===== config.mk =====
export PLATFORM = sky130hd
export DESIGN_NAME = instruction_fetch_unit_flat
export DESIGN_NICKNAME = d
export VERILOG_FILES = /design/src/rtl/fetch_pkg.sv /design/src/rtl/instruction_fetch_unit_if.sv /design/src/rtl/fetch_queue.sv /design/src/rtl/instruction_fetch_unit.sv /design/src/flat_wrapper.sv
export SDC_FILE = /design/constraint.sdc
export NUM_CORES = 1
export LEC_CHECK = 0
export CAP_MARGIN = 10
export CORE_ASPECT_RATIO = 2
export CORE_MARGIN = 3
export CORE_UTILIZATION = 52
export DETAILED_ROUTE_END_ITERATION = 10
export PLACE_DENSITY = 0.88
export SLEW_MARGIN = 20
export SYNTH_ARGS = -nofsm -noshare
export SYNTH_HDL_FRONTEND = slang
export SYNTH_SLANG_ARGS = --single-unit

===== constraint.sdc =====
create_clock -name clk -period 2.9 [get_ports clk]
set_input_delay 0.29 -clock clk [delete_from_list [all_inputs] [get_ports clk]]
set_output_delay 0.29 -clock clk [all_outputs]
set_load 0.01 [all_outputs]

===== src/rtl/fetch_pkg.sv =====
// Shared types and widths for the instruction fetch unit.
// Optional perf counters are enabled with FETCH_PERF_EN.
package fetch_pkg;
    localparam int ADDR_W    = 12;
    localparam int INSTR_W   = 19;
    localparam int BUF_DEPTH = 2;

    typedef enum logic [1:0] {
        FS_IDLE,
        FS_RUN,
        FS_HALT
    } fetch_state_t;

    typedef struct packed {
        logic [INSTR_W-1:0] instr;
        logic [ADDR_W-1:0]  pc;
    } fetch_entry_t;
endpackage


===== src/rtl/instruction_fetch_unit_if.sv =====
// Memory-read and decode-side handshake bundle of the fetch unit.
interface instruction_fetch_unit_if;
    import fetch_pkg::*;

    logic [ADDR_W-1:0]  imem_addr;
    logic [INSTR_W-1:0] imem_instr;
    logic               out_valid;
    logic               out_ready;
    logic [INSTR_W-1:0] out_instr;
    logic [ADDR_W-1:0]  out_pc;

    modport master (
        output imem_addr,
        input  imem_instr,
        output out_valid,
        input  out_ready,
        output out_instr,
        output out_pc
    );

    modport slave (
        input  imem_addr,
        output imem_instr,
        input  out_valid,
        output out_ready,
        input  out_instr,
        input  out_pc
    );
endinterface


===== src/rtl/fetch_queue.sv =====
// Two-entry fetch FIFO with flush and same-cycle push+pop.
module fetch_queue
    import fetch_pkg::*;
(
    input  logic         clk,
    input  logic         rst,
    input  logic         push,
    input  logic         pop,
    input  logic         flush,
    input  fetch_entry_t din,
    output fetch_entry_t head,
    output logic         full,
    output logic         empty,
    output logic         flush_drop
);
    fetch_entry_t slot0;
    fetch_entry_t slot1;
    logic [1:0]   count;
    logic         do_pop;
    logic         do_push;

    assign empty   = (count == 2'd0);
    assign full    = (count == 2'(BUF_DEPTH));
    assign do_pop  = pop && !empty;
    assign do_push = push && (!full || do_pop);
    assign head    = empty ? '0 : slot0;

    // A word popped in the flush cycle is consumed, not discarded
    assign flush_drop = flush && (count != {1'b0, do_pop});

    always_ff @(posedge clk) begin
        if (rst) begin
            count <= 2'd0;
            slot0 <= '0;
            slot1 <= '0;
        end else if (flush) begin
            count <= 2'd0;
        end else begin
            case ({do_push, do_pop})
                2'b11: begin
                    if (full) begin
                        slot0 <= slot1;
                        slot1 <= din;
                    end else begin
                        slot0 <= din;
                    end
                end
                2'b01: begin
                    slot0 <= slot1;
                    count <= count - 2'd1;
                end
                2'b10: begin
                    if (empty) slot0 <= din;
                    else       slot1 <= din;
                    count <= count + 2'd1;
                end
                default: ;
            endcase
        end
    end
endmodule


===== src/rtl/instruction_fetch_unit.sv =====
// PC/FSM owner feeding a 2-entry fetch queue toward decode.
// Define FETCH_PERF_EN to add saturating fetch/flush counters.
module instruction_fetch_unit
    import fetch_pkg::*;
#(
    parameter logic [ADDR_W-1:0] RESET_PC = '0
) (
    input  logic                        clk,
    input  logic                        rst,
    input  logic                        start,
    input  logic                        halt_req,
    input  logic                        redirect_valid,
    input  logic [ADDR_W-1:0]           redirect_target,
    instruction_fetch_unit_if.master    bus,
`ifdef FETCH_PERF_EN
    output logic [15:0]                 perf_fetch_cnt,
    output logic [15:0]                 perf_flush_cnt,
`endif
    output logic                        busy
);
    fetch_state_t      state;
    fetch_state_t      state_nx;
    logic [ADDR_W-1:0] pc;
    logic              pop;
    logic              fetch;
    logic              q_full;
    logic              q_empty;
    logic              flush_drop;
    fetch_entry_t      head;
    fetch_entry_t      din;

    assign bus.out_valid = !q_empty;
    assign bus.out_instr = head.instr;
    assign bus.out_pc    = head.pc;
    assign bus.imem_addr = pc;
    assign busy          = (state == FS_RUN);

    assign pop   = bus.out_valid && bus.out_ready;
    // Full queue still fetches when the head leaves this cycle
    assign fetch = (state == FS_RUN) && !redirect_valid
                && (!q_full || pop);
    assign din   = '{instr: bus.imem_instr, pc: pc};

    fetch_queue u_queue (
        .clk        (clk),
        .rst        (rst),
        .push       (fetch),
        .pop        (pop),
        .flush      (redirect_valid),
        .din        (din),
        .head       (head),
        .full       (q_full),
        .empty      (q_empty),
        .flush_drop (flush_drop)
    );

    always_comb begin
        state_nx = state;
        unique case (state)
            FS_IDLE: if (start)    state_nx = FS_RUN;
            FS_RUN:  if (halt_req) state_nx = FS_HALT;
            FS_HALT: if (start)    state_nx = FS_RUN;
            default:               state_nx = FS_IDLE;
        endcase
    end

    always_ff @(posedge clk) begin
        if (rst) begin
            state <= FS_IDLE;
            pc    <= RESET_PC;
        end else begin
            state <= state_nx;
            if (redirect_valid) pc <= redirect_target;
            else if (fetch)     pc <= pc + 1'b1;
        end
    end

`ifdef FETCH_PERF_EN
    always_ff @(posedge clk) begin
        if (rst) begin
            perf_fetch_cnt <= '0;
            perf_flush_cnt <= '0;
        end else begin
            if (fetch && perf_fetch_cnt != 16'hFFFF)
                perf_fetch_cnt <= perf_fetch_cnt + 16'd1;
            if (flush_drop && perf_flush_cnt != 16'hFFFF)
                perf_flush_cnt <= perf_flush_cnt + 16'd1;
        end
    end
`endif
endmodule


===== src/flat_wrapper.sv =====
// flat-port wrapper written by rule: the top's interface ports become plain ports
module instruction_fetch_unit_flat import fetch_pkg::*;
#(
    parameter logic [ADDR_W-1:0] RESET_PC = '0
)
  (clk, rst, start, halt_req, redirect_valid, redirect_target, busy, bus_imem_addr, bus_imem_instr, bus_out_valid, bus_out_ready, bus_out_instr, bus_out_pc);
  instruction_fetch_unit_if bus_i ();
  input  logic clk;
  input  logic rst;
  input  logic start;
  input  logic halt_req;
  input  logic redirect_valid;
  input  logic [ADDR_W-1:0] redirect_target;
  output logic busy;
  output wire logic [$bits(bus_i.imem_addr)-1:0] bus_imem_addr;
  input wire logic [$bits(bus_i.imem_instr)-1:0] bus_imem_instr;
  output wire logic [$bits(bus_i.out_valid)-1:0] bus_out_valid;
  input wire logic [$bits(bus_i.out_ready)-1:0] bus_out_ready;
  output wire logic [$bits(bus_i.out_instr)-1:0] bus_out_instr;
  output wire logic [$bits(bus_i.out_pc)-1:0] bus_out_pc;
  assign bus_imem_addr = bus_i.imem_addr;
  assign bus_i.imem_instr = bus_imem_instr;
  assign bus_out_valid = bus_i.out_valid;
  assign bus_i.out_ready = bus_out_ready;
  assign bus_out_instr = bus_i.out_instr;
  assign bus_out_pc = bus_i.out_pc;
  instruction_fetch_unit #(.RESET_PC(RESET_PC)) u_core (.clk(clk), .rst(rst), .start(start), .halt_req(halt_req), .redirect_valid(redirect_valid), .redirect_target(redirect_target), .bus(bus_i), .busy(busy));
endmodule

==> results of run 1 <==
[flip-flops by register name, summed over array words and instances, names as in the netlist]
signal and flops:
u_core.u_queue.slot0 31, u_core.u_queue.slot1 31, u_core.bus.imem_addr 12, u_core.state 2, u_core.u_queue.count 2
[per-layer routing]
layer | share of wire (%) | routed length, um | GRT usage, % | vias up
met5 | 0 | 0 | 0 | -
met4 | 4.9 | 511 | 16.53 | 0
met2 | 54 | 5632 | 42.61 | 156
met3 | 5.6 | 587 | 4.962 | 41
li1 | - | - | - | 1795
met1 | 35 | 3687 | 25.58 | 1811
[kinds of logic after synthesis]
| family | count (synthesis) | share of synthesized area (%) |
|---|---|---|
| AOI/OAI and AO/OA | 147 | 25.72 |
| xor gates and xnor gates | 10 | 2.169 |
| adders and majority gates | 5 | 1.549 |
| buffers and inverters | 50 | 6.353 |
| DFF | 78 | 38.67 |
| muxes | 32 | 7.933 |
| and+or+nand+nor | 139 | 17.60 |
[synthesized netlist by cell type (all sizes together), types with 6 or more instances]
master / number / area (sq um)
mux2i: 32 / 320.3
buf: 16 / 128.9
clkbuf: 28 / 105.1
a22o: 31 / 271.5
and2: 33 / 206.5
inv: 6 / 22.52
nand2: 66 / 247.7
dfxtp: 78 / 1562
a221oi: 30 / 262.8
nor2: 17 / 66.32
a211oi: 8 / 72.57
a21oi: 63 / 315.3
[worst paths after layout]
| kind | to | cells after the start |
|---|---|---|
| max | u_core.u_queue.slot1[22] | 10 |
| max reg2reg | u_core.u_queue.slot1[22] | 10 |
| min | u_core.u_queue.slot1[25] | 2 |
| min reg2reg | u_core.u_queue.slot0[16] | 1 |
[per-stage QoR]
stage	utilization, %	worst slack [ps]
4_1_cts	70.34	326.3
2_1_floorplan	-	566.9
3_5_place_dp	66.15	100.6
6_report	70.34	297.3
3_3_place_gp	66.15	258.5
5_1_grt	70.34	60.56
[where the power goes]
group	switching [W]	leakage, nW	internal (W)
clock network	0.000429	0.151	0.000730
logic	0.000198	1.33	0.000187
registers	0.0000387	0.633	0.00110
total	0.000666	2.12	0.00202
[cell type report]
class                           count  area, sq um  share of cell area, %
Sequential cell                    78         1562                  30.09
Clock inverter                      3        42.54                 0.8199
Multi-Input combinational cell    333         2225                  42.87
Timing Repair Buffer               96        955.9                  18.42
Tap cell                           92        115.1                  2.218
Clock buffer                       12        266.5                  5.136
Inverter                            6        22.52                 0.4340
==> results.sh, run 1 <==
export IMPL_timing_clock_skew_ps=7.556
export IMPL_fin_tns_setup_ps=0
export IMPL_synth_flop_cell="sky130_fd_sc_hd__dfxtp_1"
export IMPL_start_util_pct=54.73
export IMPL_grt_start_max_net_pins=36
export IMPL_layout_cells_non_filler=620
export IMPL_die_height_um=130.6
export IMPL_grt_overflow_total=0
export IMPL_ys_ff_latch=78
export IMPL_clock_tree_htree_level_count=3
export IMPL_route_vias_total=3803
export IMPL_post_synth_cell_area_avg_sq_um=8.758
export IMPL_number_of_drc_markers_after_the_initial_detailed_route_iteration=256
export IMPL_status="completed"
export IMPL_total_leakage_power_nw=2.117
export IMPL_postSynthCellCount=461
export IMPL_cts_inserted_buffers=9
export IMPL_insertion_delay_ps=340
export IMPL_timing_hold_violations_final=0
export IMPL_worstPathCellList="nor2b_1 -> nor2b_1 -> nand2_1 -> inv_1 -> ha_1 -> buf_4 -> o211a_2 -> buf_12 -> nand2_1 -> a21oi_1"
export IMPL_count_of_port_buffers_added_during_placement=81
export IMPL_grt_setup_unrepaired="false"
export IMPL_cts_buffer_depth=2
export IMPL_post_cts_resize_count=0
export IMPL_crit_family="simple AND/OR/NAND/NOR gates"
export IMPL_worstHoldStart="rst"
export IMPL_number_of_enable_type_register_cells_in_the_synthesized_netlist=0
export IMPL_timing_max_transition_violations_final=0
export IMPL_ff2ff_setup_slack_ps=300
export IMPL_die_outline_area_sq_um=8922
export IMPL_timing_critical_path_required_ps=3160
export IMPL_gpl_final_weighted_congestion=0.8233
export IMPL_cp_slowest_cell="sky130_fd_sc_hd__dfxtp_1"
export IMPL_route_detailed_vias_per_inst=6.134
export IMPL_placement_cell_area_sq_um=4880
export IMPL_vdd_drop_max_mv=0.3520
export IMPL_worst_hold_path_type="in -> reg"
export IMPL_dp_cells=605
export IMPL_post_cts_hold_buffer_count=0
export IMPL_chipWidth_um=68.31
export IMPL_drive_gt1_share_pct=7.765
export IMPL_dp_final_hpwl_um=7100
export IMPL_rr_startpoint="u_core.state[0]"
export IMPL_finalCritPeriodShare_pct=89.75
export IMPL_power_density_nw_per_um2=517.8
export IMPL_yosysSeqAreaShare_pct=38.67
export IMPL_ios=82
export IMPL_tritoncts="yes"
export IMPL_drt_first_pass_iters=5
export IMPL_setup_violations=0
export IMPL_design_core_area_sq_um=7377
export IMPL_critPathMaxFanout=27
export IMPL_mostFrequentLayoutCells="sky130_fd_sc_hd__clkdlybuf4s50_1, sky130_fd_sc_hd__dfxtp_1, sky130_fd_sc_hd__nand2_1"
export IMPL_layout_cells_most_common="sky130_fd_sc_hd__clkdlybuf4s50_1"
export IMPL_nNetsFinal=566
export IMPL_placement_rows=44
export IMPL_synth_lib_cells_used_distinct=46
export IMPL_max_freq_mhz=384.2
export IMPL_synth_warnings=0
export IMPL_synth_cell_area_sq_um=4038
export IMPL_final_fill_count=552
export IMPL_max_cap_violations=0
export IMPL_async_flop_share_pct=0
export IMPL_max_slew_margin_rel_pct=67.26
export IMPL_timing_hold_ws_ps=402.7
export IMPL_wl_per_cell_um=16.80
export IMPL_cts_root_buffer="sky130_fd_sc_hd__clkbuf_16"
export IMPL_worst_setup_hold_path_clk_slew_ps=60
export IMPL_ant_nets_after_route=0
export IMPL_timing_critical_path_buf_inv=3
export IMPL_drc=0
export IMPL_crit_path_start="u_core.state[0]"
export IMPL_syn_nets=503
export IMPL_grtUsageTotal_pct=24.55
export IMPL_layout_cell_area_non_filler_sq_um=5189
export IMPL_worstSetupStartpointType="flop"
export IMPL_first_global_vias=3654
export IMPL_design_power_total_w=0.002687
export IMPL_max_stage_delay_ps=400
export IMPL_worstMarginPinSlew_ps=491.1
export IMPL_grt_first_pass_wirelength_um=16560
export IMPL_timing_critical_path_to_type="flop"
export IMPL_cts_sinks=78
export IMPL_grt_antenna_before_repair=0
export IMPL_post_cts_setup_buffer_count=0
export IMPL_critical_path_class="reg -> reg"
export IMPL_detail_route_wirelength_um=10420
export IMPL_antennaDiodeCount=0
export IMPL_period_minus_slack_ps=2603
export IMPL_crit_arrival_ps=2860
export IMPL_areaGrowthSynthToFinish_pct=28.51
(Power assumes the default switching activity.)
==> run 2, diff against run 1 <==
--- a/config.mk
+++ b/config.mk
@@ -10,6 +10,7 @@
 export CORE_MARGIN = 3
 export CORE_UTILIZATION = 52
 export DETAILED_ROUTE_END_ITERATION = 10
+export GPL_ROUTABILITY_DRIVEN = 0
 export PLACE_DENSITY = 0.88
 export SLEW_MARGIN = 20
 export SYNTH_ARGS = -nofsm -noshare
==> results of run 2 <==
No change in the layout: final DEF, timing and power equal those of run 1.
